File: config.mk
export PLATFORM = sky130hd
export DESIGN_NAME = pbs_turn_ctrl
export DESIGN_NICKNAME = d
export VERILOG_FILES = /design/src/rtl/pbs_turn_ctrl.sv
export SDC_FILE = /design/constraint.sdc
export NUM_CORES = 1
export LEC_CHECK = 0
export BUFFER_PORTS_ARGS = -buffer_cell sky130_fd_sc_hd__buf_2
export CAP_MARGIN = 20
export CORE_UTILIZATION = 35
export CTS_CLUSTER_SIZE = 24
export DETAILED_ROUTE_END_ITERATION = 8
export GPL_TIMING_DRIVEN = 0
export PLACE_DENSITY = 0.6
export SLEW_MARGIN = 40
export SYNTH_ARGS = -nofsm -noshare
export SYNTH_HDL_FRONTEND = slang
export SYNTH_SLANG_ARGS = --single-unit
export TNS_END_PERCENT = 1
File: constraint.sdc
create_clock -name clk_i -period 2.3 [get_ports clk_i]
set_clock_uncertainty 0.1 [all_clocks]
set_input_delay 0.46 -clock clk_i [delete_from_list [all_inputs] [get_ports clk_i]]
set_output_delay 0.46 -clock clk_i [all_outputs]
set_load 0.005 [all_outputs]
File: src/rtl/pbs_turn_ctrl.sv
// pbs_turn_ctrl: turn sequencer for the battle datapath.
// Accepts one player command per turn, strobes the datapath to apply it,
// waits AI_DELAY cycles, lets the AI strike back and declares the result.
// Optional feature macro: PBS_RUN_EN (op 11 ends the game as a run/draw).
// Without PBS_RUN_EN, op 11 is handshaken and silently dropped.
module pbs_turn_ctrl #(
  parameter int AI_DELAY  = 3,
  parameter int TURN_W    = 8,
  parameter int MAX_TURNS = 0
) (
  input  logic              clk_i,
  input  logic              rst_ni,
  input  logic              cmd_valid_i,
  output logic              cmd_ready_o,
  input  logic [1:0]        cmd_op_i,
  input  logic [1:0]        cmd_move_i,
  input  logic              ai_dead_i,
  input  logic              p_dead_i,
  input  logic              catch_success_i,
  output logic              heal_o,
  output logic              catch_o,
  output logic [1:0]        p_move_o,
  output logic              actr_o,
  output logic              app_ai_dmg_o,
  output logic              app_pl_dmg_o,
  output logic              stop_o,
  output logic [TURN_W-1:0] turn_cnt_o,
  output logic              game_over_o,
  output logic [1:0]        result_o
);

  typedef enum logic [3:0] {
    IDLE    = 4'd0,
    P_ATK   = 4'd1,
    P_HEAL  = 4'd2,
    P_CATCH = 4'd3,
    P_CHK   = 4'd4,
    AI_WAIT = 4'd5,
    AI_ATK  = 4'd6,
    AI_CHK  = 4'd7,
    DONE    = 4'd8
  } state_e;

  // Wait counter is at least one bit wide so AI_DELAY of 0 or 1 still builds.
  localparam int                 CNT_W      = (AI_DELAY < 2) ? 1 : $clog2(AI_DELAY + 1);
  localparam logic [CNT_W-1:0]   DELAY_LD   = CNT_W'(AI_DELAY);
  localparam logic [TURN_W-1:0]  TURN_SAT   = {TURN_W{1'b1}};
  localparam logic [TURN_W-1:0]  TURN_LIMIT = TURN_W'(MAX_TURNS);

  // Output bundle order: {cmd_ready, heal, catch, app_ai_dmg, app_pl_dmg, actr, stop, game_over}
  localparam logic [7:0] OUT_RESET = 8'b1000_0000;

  state_e              state_q, state_d;
  logic [1:0]          p_move_q, p_move_d;
  logic [TURN_W-1:0]   turn_q, turn_d;
  logic [TURN_W-1:0]   turn_inc_s;
  logic [1:0]          result_q, result_d;
  logic [CNT_W-1:0]    wait_q, wait_d;
  logic [7:0]          out_q;

  // Moore decode of a state into the control bundle; applied to the next
  // state so the controls come straight out of flops aligned with state_q.
  function automatic logic [7:0] decode_ctrl(input state_e s);
    logic [7:0] c;
    case (s)
      IDLE:    c = 8'b1000_0000;
      P_ATK:   c = 8'b0001_0010;
      P_HEAL:  c = 8'b0100_0010;
      P_CATCH: c = 8'b0010_0010;
      P_CHK:   c = 8'b0000_0010;
      AI_WAIT: c = 8'b0000_0010;
      AI_ATK:  c = 8'b0000_1110;
      AI_CHK:  c = 8'b0000_0010;
      DONE:    c = 8'b0000_0001;
      default: c = 8'b0000_0000;
    endcase
    return c;
  endfunction

  // Next-state, turn bookkeeping and result selection.
  always_comb begin
    state_d    = state_q;
    p_move_d   = p_move_q;
    turn_d     = turn_q;
    result_d   = result_q;
    wait_d     = wait_q;
    turn_inc_s = (turn_q == TURN_SAT) ? turn_q : (turn_q + {{(TURN_W-1){1'b0}}, 1'b1});
    case (state_q)
      IDLE: begin
        if (cmd_valid_i) begin
          p_move_d = cmd_move_i;
          case (cmd_op_i)
            2'b00:   state_d = P_ATK;
            2'b01: begin
              state_d = P_HEAL;
              wait_d  = DELAY_LD;
            end
            2'b10:   state_d = P_CATCH;
            2'b11: begin
`ifdef PBS_RUN_EN
              state_d  = DONE;
              result_d = 2'b11;
`else
              state_d  = IDLE;
`endif
            end
            default: state_d = IDLE;
          endcase
        end else begin
          state_d = IDLE;
        end
      end
      P_ATK:   state_d = P_CHK;
      P_HEAL:  state_d = AI_WAIT;
      P_CATCH: state_d = P_CHK;
      P_CHK: begin
        // A win (kill or catch) ends the game before the AI gets a turn.
        if (ai_dead_i || catch_success_i) begin
          state_d  = DONE;
          result_d = 2'b01;
        end else begin
          state_d = AI_WAIT;
          wait_d  = DELAY_LD;
        end
      end
      AI_WAIT: begin
        // Loaded value N gives N cycles here; 0 and 1 both give one cycle.
        wait_d = (wait_q == {CNT_W{1'b0}}) ? wait_q : (wait_q - {{(CNT_W-1){1'b0}}, 1'b1});
        if (wait_q <= {{(CNT_W-1){1'b0}}, 1'b1}) begin
          state_d = AI_ATK;
        end else begin
          state_d = AI_WAIT;
        end
      end
      AI_ATK:  state_d = AI_CHK;
      AI_CHK: begin
        turn_d = turn_inc_s;
        // A loss outranks the turn-limit draw.
        if (p_dead_i) begin
          state_d  = DONE;
          result_d = 2'b10;
        end else if ((MAX_TURNS != 0) && (turn_inc_s == TURN_LIMIT)) begin
          state_d  = DONE;
          result_d = 2'b11;
        end else begin
          state_d = IDLE;
        end
      end
      DONE:    state_d = DONE;
      default: state_d = IDLE;
    endcase
  end

  // State, datapath registers and registered control outputs.
  always_ff @(posedge clk_i or negedge rst_ni) begin
    if (!rst_ni) begin
      state_q  <= IDLE;
      p_move_q <= 2'b00;
      turn_q   <= {TURN_W{1'b0}};
      result_q <= 2'b00;
      wait_q   <= {CNT_W{1'b0}};
      out_q    <= OUT_RESET;
    end else begin
      state_q  <= state_d;
      p_move_q <= p_move_d;
      turn_q   <= turn_d;
      result_q <= result_d;
      wait_q   <= wait_d;
      out_q    <= decode_ctrl(state_d);
    end
  end

  assign cmd_ready_o  = out_q[7];
  assign heal_o       = out_q[6];
  assign catch_o      = out_q[5];
  assign app_ai_dmg_o = out_q[4];
  assign app_pl_dmg_o = out_q[3];
  assign actr_o       = out_q[2];
  assign stop_o       = out_q[1];
  assign game_over_o  = out_q[0];
  assign p_move_o     = p_move_q;
  assign turn_cnt_o   = turn_q;
  assign result_o     = result_q;

endmodule

==> results of run 1 <==
## stage by stage
step	instance area, sq um	cells	hold slack [ps]	setup slack (ps)
after detailed placement	1390	181	359	419
after global placement	1390	181	355	424
after global routing	1420	185	24.3	309
after CTS	1420	185	17.2	397
after floorplan	1190	108	64.4	521
final	1420	185	7.50	409
## flip-flops by register name (all words and copies together), names as in the netlist
name / count
state_q: 4
out_q: 7
turn_cnt_o: 8
result_o: 2
wait_q: 2
p_move_o: 2
## critical path: stages (launching register included)
cell and delay, ps:
sky130_fd_sc_hd__dfrtp_1 440, sky130_fd_sc_hd__ha_1 220, sky130_fd_sc_hd__and3_1 200, sky130_fd_sc_hd__a311oi_4 460, sky130_fd_sc_hd__mux2_2 380
## area by class of cell
cell class | count | area share (%)
plain buffers | 4 | 2.21
clock buffers | 4 | 1.86
inverters | 6 | 1.59
multi-input cells | 73 | 36.0
flip-flops and latches | 25 | 44.3
well taps | 44 | 3.89
repair buffers | 29 | 10.2
## logic make-up after synthesis
group	after synthesis	share of synthesized area, %
AO/OA/AOI/OAI	15	10.6
XOR/XNOR	7	5.15
adder cells (fa/ha/maj)	6	6.31
buffers and inverters	10	4.52
flip-flops	25	52.7
multiplexers	1	0.946
AND/OR/NAND/NOR	44	19.8
## report_power, final
group / switching (mW) / leakage [nW] / total, mW / internal [mW]
Sequential: 0.0766 / 0.322 / 0.635 / 0.559
Clock: 0.124 / 0.0150 / 0.191 / 0.0677
Combinational: 0.270 / 0.414 / 0.498 / 0.227
Total: 0.471 / 0.751 / 1.32 / 0.854
## cells in the mapped netlist (2+ instances only)
cell and n:
sky130_fd_sc_hd__nand2_1 14, sky130_fd_sc_hd__inv_1 6, sky130_fd_sc_hd__and3_1 4, sky130_fd_sc_hd__nand4_1 5, sky130_fd_sc_hd__buf_4 2, sky130_fd_sc_hd__o21bai_1 2
sky130_fd_sc_hd__nor2b_1 3, sky130_fd_sc_hd__nor3_1 5, sky130_fd_sc_hd__ha_1 6, sky130_fd_sc_hd__nand3_1 2, sky130_fd_sc_hd__o21ai_0 2, sky130_fd_sc_hd__a31oi_1 2
sky130_fd_sc_hd__xnor2_1 6, sky130_fd_sc_hd__a211oi_1 2, sky130_fd_sc_hd__dfrtp_1 24, sky130_fd_sc_hd__nor2_1 4
## routing by layer
metal  track usage [%]  routed length (um)
met5                 0                   0
met2              22.9                1100
met4              5.98                  12
met1              16.3                 963
met3              2.60                  98
## worst max path at each step
stage	to	slack (ps)
2_1_floorplan	turn_cnt_o[1]	520
3_3_place_gp	turn_cnt_o[1]	420
3_5_place_dp	turn_cnt_o[1]	420
4_1_cts	turn_cnt_o[1]	400
5_1_grt	turn_cnt_o[1]	310
6_report	turn_cnt_o[1]	410
==> metrics.log, run 1 <==
INFO  metric dp_hpwl = 1700 um
INFO  metric start_util = 38.0%
INFO  metric num_antenna_cells = 0
INFO  metric final_layout_size_suffix_gt1_share = 29.8%
INFO  metric via_count_of_the_first_global_routing_pass = 834
INFO  metric core = 0.00313 sq mm
INFO  metric critPathMaxFanout = 8
INFO  metric final.setup.tns = 0 ps
INFO  metric clkSlewWorstSetupHoldPaths = 130 ps
INFO  metric nNetsFinal = 158
INFO  metric drtPass1Iterations = 4
INFO  metric synth_top_cells_by_area = sky130_fd_sc_hd__dfrtp_1 (50%), sky130_fd_sc_hd__ha_1 (6.3%), sky130_fd_sc_hd__nand2_1 (4.4%), sky130_fd_sc_hd__xnor2_1 (4.4%), sky130_fd_sc_hd__nand4_1 (2.6%)
INFO  metric floorplan.die_area = 0.00364 sq mm
INFO  metric critical_path.endpoint_type = register
INFO  metric die_h = 60.3 um
INFO  metric route.vias.total = 916
INFO  metric drv_slew = 0
INFO  metric placement_rows = 20
INFO  metric viasPerCell = 4.95
INFO  metric detail_route.wl_per_cell = 11.8 um
INFO  metric worst_ep_arrival_time = 2010 ps
INFO  metric layout.cells.most_common = sky130_fd_sc_hd__buf_2
INFO  metric layout.cells.most_common_list = sky130_fd_sc_hd__buf_2 (30), sky130_fd_sc_hd__dfrtp_1 (24), sky130_fd_sc_hd__nand2_1 (14)
INFO  metric synthDominantCellAreaShare = 50.5%
INFO  metric final.fill_count = 300
INFO  metric largest_net_degree_at_the_start_of_global_routing = 26
INFO  metric outcome = completed
INFO  metric timing.final.hold_violations = 0
INFO  metric tritoncts_clock_tree = done
INFO  metric synth.cell_area = 0.00119 sq mm
INFO  metric number_of_nets_produced_by_synthesis = 124
INFO  metric static-leakage-power = 0.751 nW
INFO  metric postSynth.asyncResetShare = 100%
INFO  metric yosysWarnings = 0
INFO  metric ys_dominant_reg_cell = sky130_fd_sc_hd__dfrtp_1
INFO  metric post_cts_buffers = 0
INFO  metric grt_remaining_overflow = 0
INFO  metric fp.dieW = 60.3 um
INFO  metric layout.core_utilization = 45.3%
INFO  metric unrepaired_setup_endpoints_after_global_routing = false
INFO  metric hp-class = in -> async
INFO  metric clock-sinks = 25
INFO  metric critPathKind = reg -> reg
INFO  metric synthCells = 108
INFO  metric cts_resized = 0
INFO  metric synth_seq_area_share = 52.7%
INFO  metric slew_headroom = 64.1%
INFO  metric synth.avg_cell_area = 11.0 sq um
INFO  metric numPortBuffers = 29
INFO  metric maxClockFrequency = 529 MHz
INFO  metric worst_slew_pin_slew = 539 ps
INFO  metric powerDensity = 935 mW/mm^2
INFO  metric synth_cell_types = 35
INFO  metric antenna_found_initial = 0
INFO  metric critical_path.startpoint = turn_cnt_o[0]
INFO  metric route.detailed.drc = 0
INFO  metric cts_max_level = 1
INFO  metric global_route_wire_length_before_repair = 3610 um
INFO  metric multi_input_area = 509 sq um
INFO  metric cts_buffer_depth = 2
INFO  metric hold_buffers = 0
INFO  metric num_io_pins = 30
INFO  metric critical_path_required = 2420 ps
INFO  metric power.total = 1.32 mW
INFO  metric r2r_slack = 410 ps
INFO  metric synth_edf_count = 0
INFO  metric setup-violations-final = 0
INFO  metric ir_worst_vdd = 0.388 mV
INFO  metric route.antenna.remaining_nets = 0
INFO  metric worst_r2r_startpoint = turn_cnt_o[0]
INFO  metric rr_endpoint = turn_cnt_o[1]
INFO  metric worst_skew_pair.late_latency = 310 ps
INFO  metric place.gp.congestion = 0.766
INFO  metric cts_root_buffer = sky130_fd_sc_hd__clkbuf_4
INFO  metric period_share = 82.2%
INFO  metric synth_top_cell_by_area = sky130_fd_sc_hd__dfrtp_1
INFO  metric timing.final.crit_period = 1890 ps
INFO  metric register_bit_total_from_synthesis = 25
INFO  metric cts_inserted_buffers = 3
INFO  metric drv.max_cap_violation_count = 0
INFO  metric postRouteWirelength = 2180 um
INFO  metric global_route.usage.total = 13.4%
INFO  metric area_delta_synth_final = 19.0%
INFO  metric initial_drc_count = 28
INFO  metric timing.reg2reg.worst_path_depth = 4
INFO  metric regArea = 627 sq um
INFO  metric startpoint_type = register
(Power assumes the default switching activity.)
==> run 2: changes to the inputs <==
clock period = 1.9 ns   (was 2.3 ns; I/O delays follow)
==> metrics.log, run 2 (same netlist as run 1, synthesis figures left out) <==
INFO  metric clkSlewWorstSetupHoldPaths = 130 ps (about the same)
INFO  metric maxClockFrequency = 559 MHz (+5.7%)
INFO  metric postRouteWirelength = 2210 um (+1.3%)
INFO  metric num_antenna_cells = 0 (unchanged)
INFO  metric global_route.usage.total = 13.6% (+0.14 points)
INFO  metric largest_net_degree_at_the_start_of_global_routing = 26 (unchanged)
INFO  metric core = 0.00313 sq mm (unchanged)
INFO  metric num_io_pins = 30 (unchanged)
INFO  metric nNetsFinal = 161 (+1.9%)
INFO  metric dp_hpwl = 1700 um (unchanged)
INFO  metric area_delta_synth_final = 21.6%
INFO  metric intPower = 1.05 mW (+23%)
INFO  metric critPathKind = reg -> reg
INFO  metric route.vias.total = 928 (+1.3%)
INFO  metric layout.cells.most_common = sky130_fd_sc_hd__buf_2
INFO  metric period_share = 94.2% (+12 points)
INFO  metric critical-path-slowest-cell = sky130_fd_sc_hd__dfrtp_1
INFO  metric drtPass1Iterations = 4 (unchanged)
INFO  metric worst_ep_arrival_time = 1900 ps (-110 ps)
INFO  metric power.switching = 573 uW (+22%)
INFO  metric floorplan.die_area = 0.00364 sq mm (unchanged)
INFO  metric drv_slew = 0 (unchanged)
INFO  metric outcome = completed
INFO  metric via_count_of_the_first_global_routing_pass = 851 (+2.0%)
INFO  metric initial_drc_count = 22 (-21%)
INFO  metric powerDensity = 1120 mW/mm^2 (+20%)
INFO  metric ir_worst_vdd = 0.461 mV (+19%)
INFO  metric critical_path_buf_inv_count = 1 (+1)
INFO  metric cts_buffer_depth = 2 (unchanged)
INFO  metric placement_rows = 20 (unchanged)
INFO  metric clock-sinks = 25 (unchanged)
INFO  metric final.setup.tns = 0 ps (unchanged)
INFO  metric final.fill_count = 299 (-0.33%)
INFO  metric worst_skew_pair.late_latency = 310 ps (about the same)
INFO  metric antenna_found_initial = 0 (unchanged)
INFO  metric tritoncts_clock_tree = done
INFO  metric timing.final.hold_violations = 0 (unchanged)
INFO  metric route.antenna.remaining_nets = 0 (unchanged)
INFO  metric unrepaired_setup_endpoints_after_global_routing = false
INFO  metric worst_slew_pin_slew = 541 ps (+1.68 ps)
INFO  metric path_cells = ha_1 > and3_2 > a311oi_4 > buf_6 > mux2_2
INFO  metric place.gp.congestion = 0.766 (unchanged)
INFO  metric critical-path-max-stage-delay = 420 ps (-40 ps)
INFO  metric layout.cells.most_common_list = sky130_fd_sc_hd__buf_2 (30), sky130_fd_sc_hd__dfrtp_1 (24), sky130_fd_sc_hd__nand2_1 (14)
INFO  metric route.detailed.drc = 0 (unchanged)
INFO  metric numPortBuffers = 29 (unchanged)
INFO  metric cts_max_level = 1 (unchanged)
INFO  metric final_layout_size_suffix_gt1_share = 31.3% (+1.5 points)
INFO  metric sw_frac_of_total = 35.4% (-0.16 points)
INFO  metric layout_setup_ws = 111 ps (-298 ps)
INFO  metric cts_root_buffer = sky130_fd_sc_hd__clkbuf_4
INFO  metric start_util = 38.0% (unchanged)
INFO  metric fp.dieW = 60.3 um (unchanged)
INFO  metric timing.final.crit_period = 1790 ps (-102 ps)
INFO  metric startpoint_type = register
INFO  metric max_reg_flops = 8 (unchanged)
INFO  metric slew_headroom = 64.0% (-0.11 points)
INFO  metric hp-class = in -> reg
INFO  metric seqPwrFrac = 47.3% (-0.7 points)
INFO  metric cts_inserted_buffers = 3 (unchanged)
INFO  metric share_comb_of_total_power = 38.4% (+0.8 points)
INFO  metric setup-violations-final = 0 (unchanged)
INFO  metric static-leakage-power = 0.766 nW (+2.0%)
INFO  metric critPathMaxFanout = 8 (unchanged)
INFO  metric critical_path_required = 2020 ps (-400 ps)
INFO  metric place_worst_setup_slack = 19.4 ps (-400 ps)
INFO  metric die_h = 60.3 um (unchanged)
INFO  metric cp_top_family = flip-flops
INFO  metric detail_route.wl_per_cell = 11.7 um (-0.29%)
INFO  metric drv.max_cap_violation_count = 0 (unchanged)
INFO  metric power_frac_clock = 14.4% (about the same)
INFO  metric viasPerCell = 4.94 (-0.31%)
INFO  metric critical_path.endpoint_type = register
INFO  metric global_route_wire_length_before_repair = 3640 um (+0.97%)
INFO  metric grt_remaining_overflow = 0 (unchanged)
[run 2: cell count changes in the layout (fill, tap and decap cells not counted)]
cell,delta
sky130_fd_sc_hd__and3_2,+1
sky130_fd_sc_hd__dlygate4sd3_1,+1
sky130_fd_sc_hd__buf_6,+1
sky130_fd_sc_hd__buf_4,+1
sky130_fd_sc_hd__and3_1,-1
[run 2: final timing paths]
kind / from / to / slack (ps) / depth (start not counted)
max reg2reg: turn_cnt_o[0] / turn_cnt_o[1] / 110 / 5
min: cmd_move_i[0] / p_move_o[0] / 160 / 3
min in group asynchronous: rst_ni / out_q[3] / 480 / 2
min reg2reg: p_move_o[1] / p_move_o[1] / 400 / 2
max in group asynchronous: rst_ni / out_q[7] / 850 / 2
max: turn_cnt_o[0] / turn_cnt_o[1] / 110 / 5
[run 2: layout make-up]
type                    instances  area (sq um)  area share [%]
plain buffers                   4          31.3            2.16
clock buffers                   4          26.3            1.82
inverters                       6          22.5            1.56
multi-input cells              73           510            35.3
flip-flops and latches         25           627            43.3
well taps                      44          55.1            3.81
repair buffers                 32           174            12.0
[run 2: power by group through the flow]
stage | sequential (mW) | combinational (mW) | clock (mW)
floorplan | 0.778 | 0.404 | 0
global placement | 0.772 | 0.599 | 0
detailed placement | 0.779 | 0.610 | 0
CTS | 0.769 | 0.614 | 0.247
global route | 0.786 | 0.700 | 0.273
finish | 0.766 | 0.621 | 0.233
[run 2: repair_timing]
action	4_1_cts	5_1_grt
buffers inserted	1	1
endpoints found under the hold margin	24	0
pin swaps	1	1
gates resized for setup	0	2
endpoints found under the setup margin	1	4
hold buffers	1	0
[run 2: worst min-delay path, stage by stage]
cell and delay [ps]:
sky130_fd_sc_hd__buf_2 80, sky130_fd_sc_hd__nand2_1 40, sky130_fd_sc_hd__nand2_1 50
[run 2: per-layer routing]
layer	global-route usage (%)	wire length (um)
met3	2.60	81
met5	0	0
met2	23.4	1130
met4	5.98	12
met1	16.3	983
[run 2: metrics by stage]
| stage | instance area (sq um) | cells | power [mW] | hold slack, ps | util, % |
|---|---|---|---|---|---|
| 2_1_floorplan | 1190 | 108 | 1.18 | -15.6 | - |
| 3_3_place_gp | 1390 | 181 | 1.37 | 292 | 44.4 |
| 3_5_place_dp | 1390 | 181 | 1.39 | 298 | 44.4 |
| 4_1_cts | 1430 | 187 | 1.63 | 148 | 45.8 |
| 5_1_grt | 1450 | 188 | 1.76 | 136 | 46.2 |
| 6_report | 1450 | 188 | 1.62 | 161 | 46.2 |
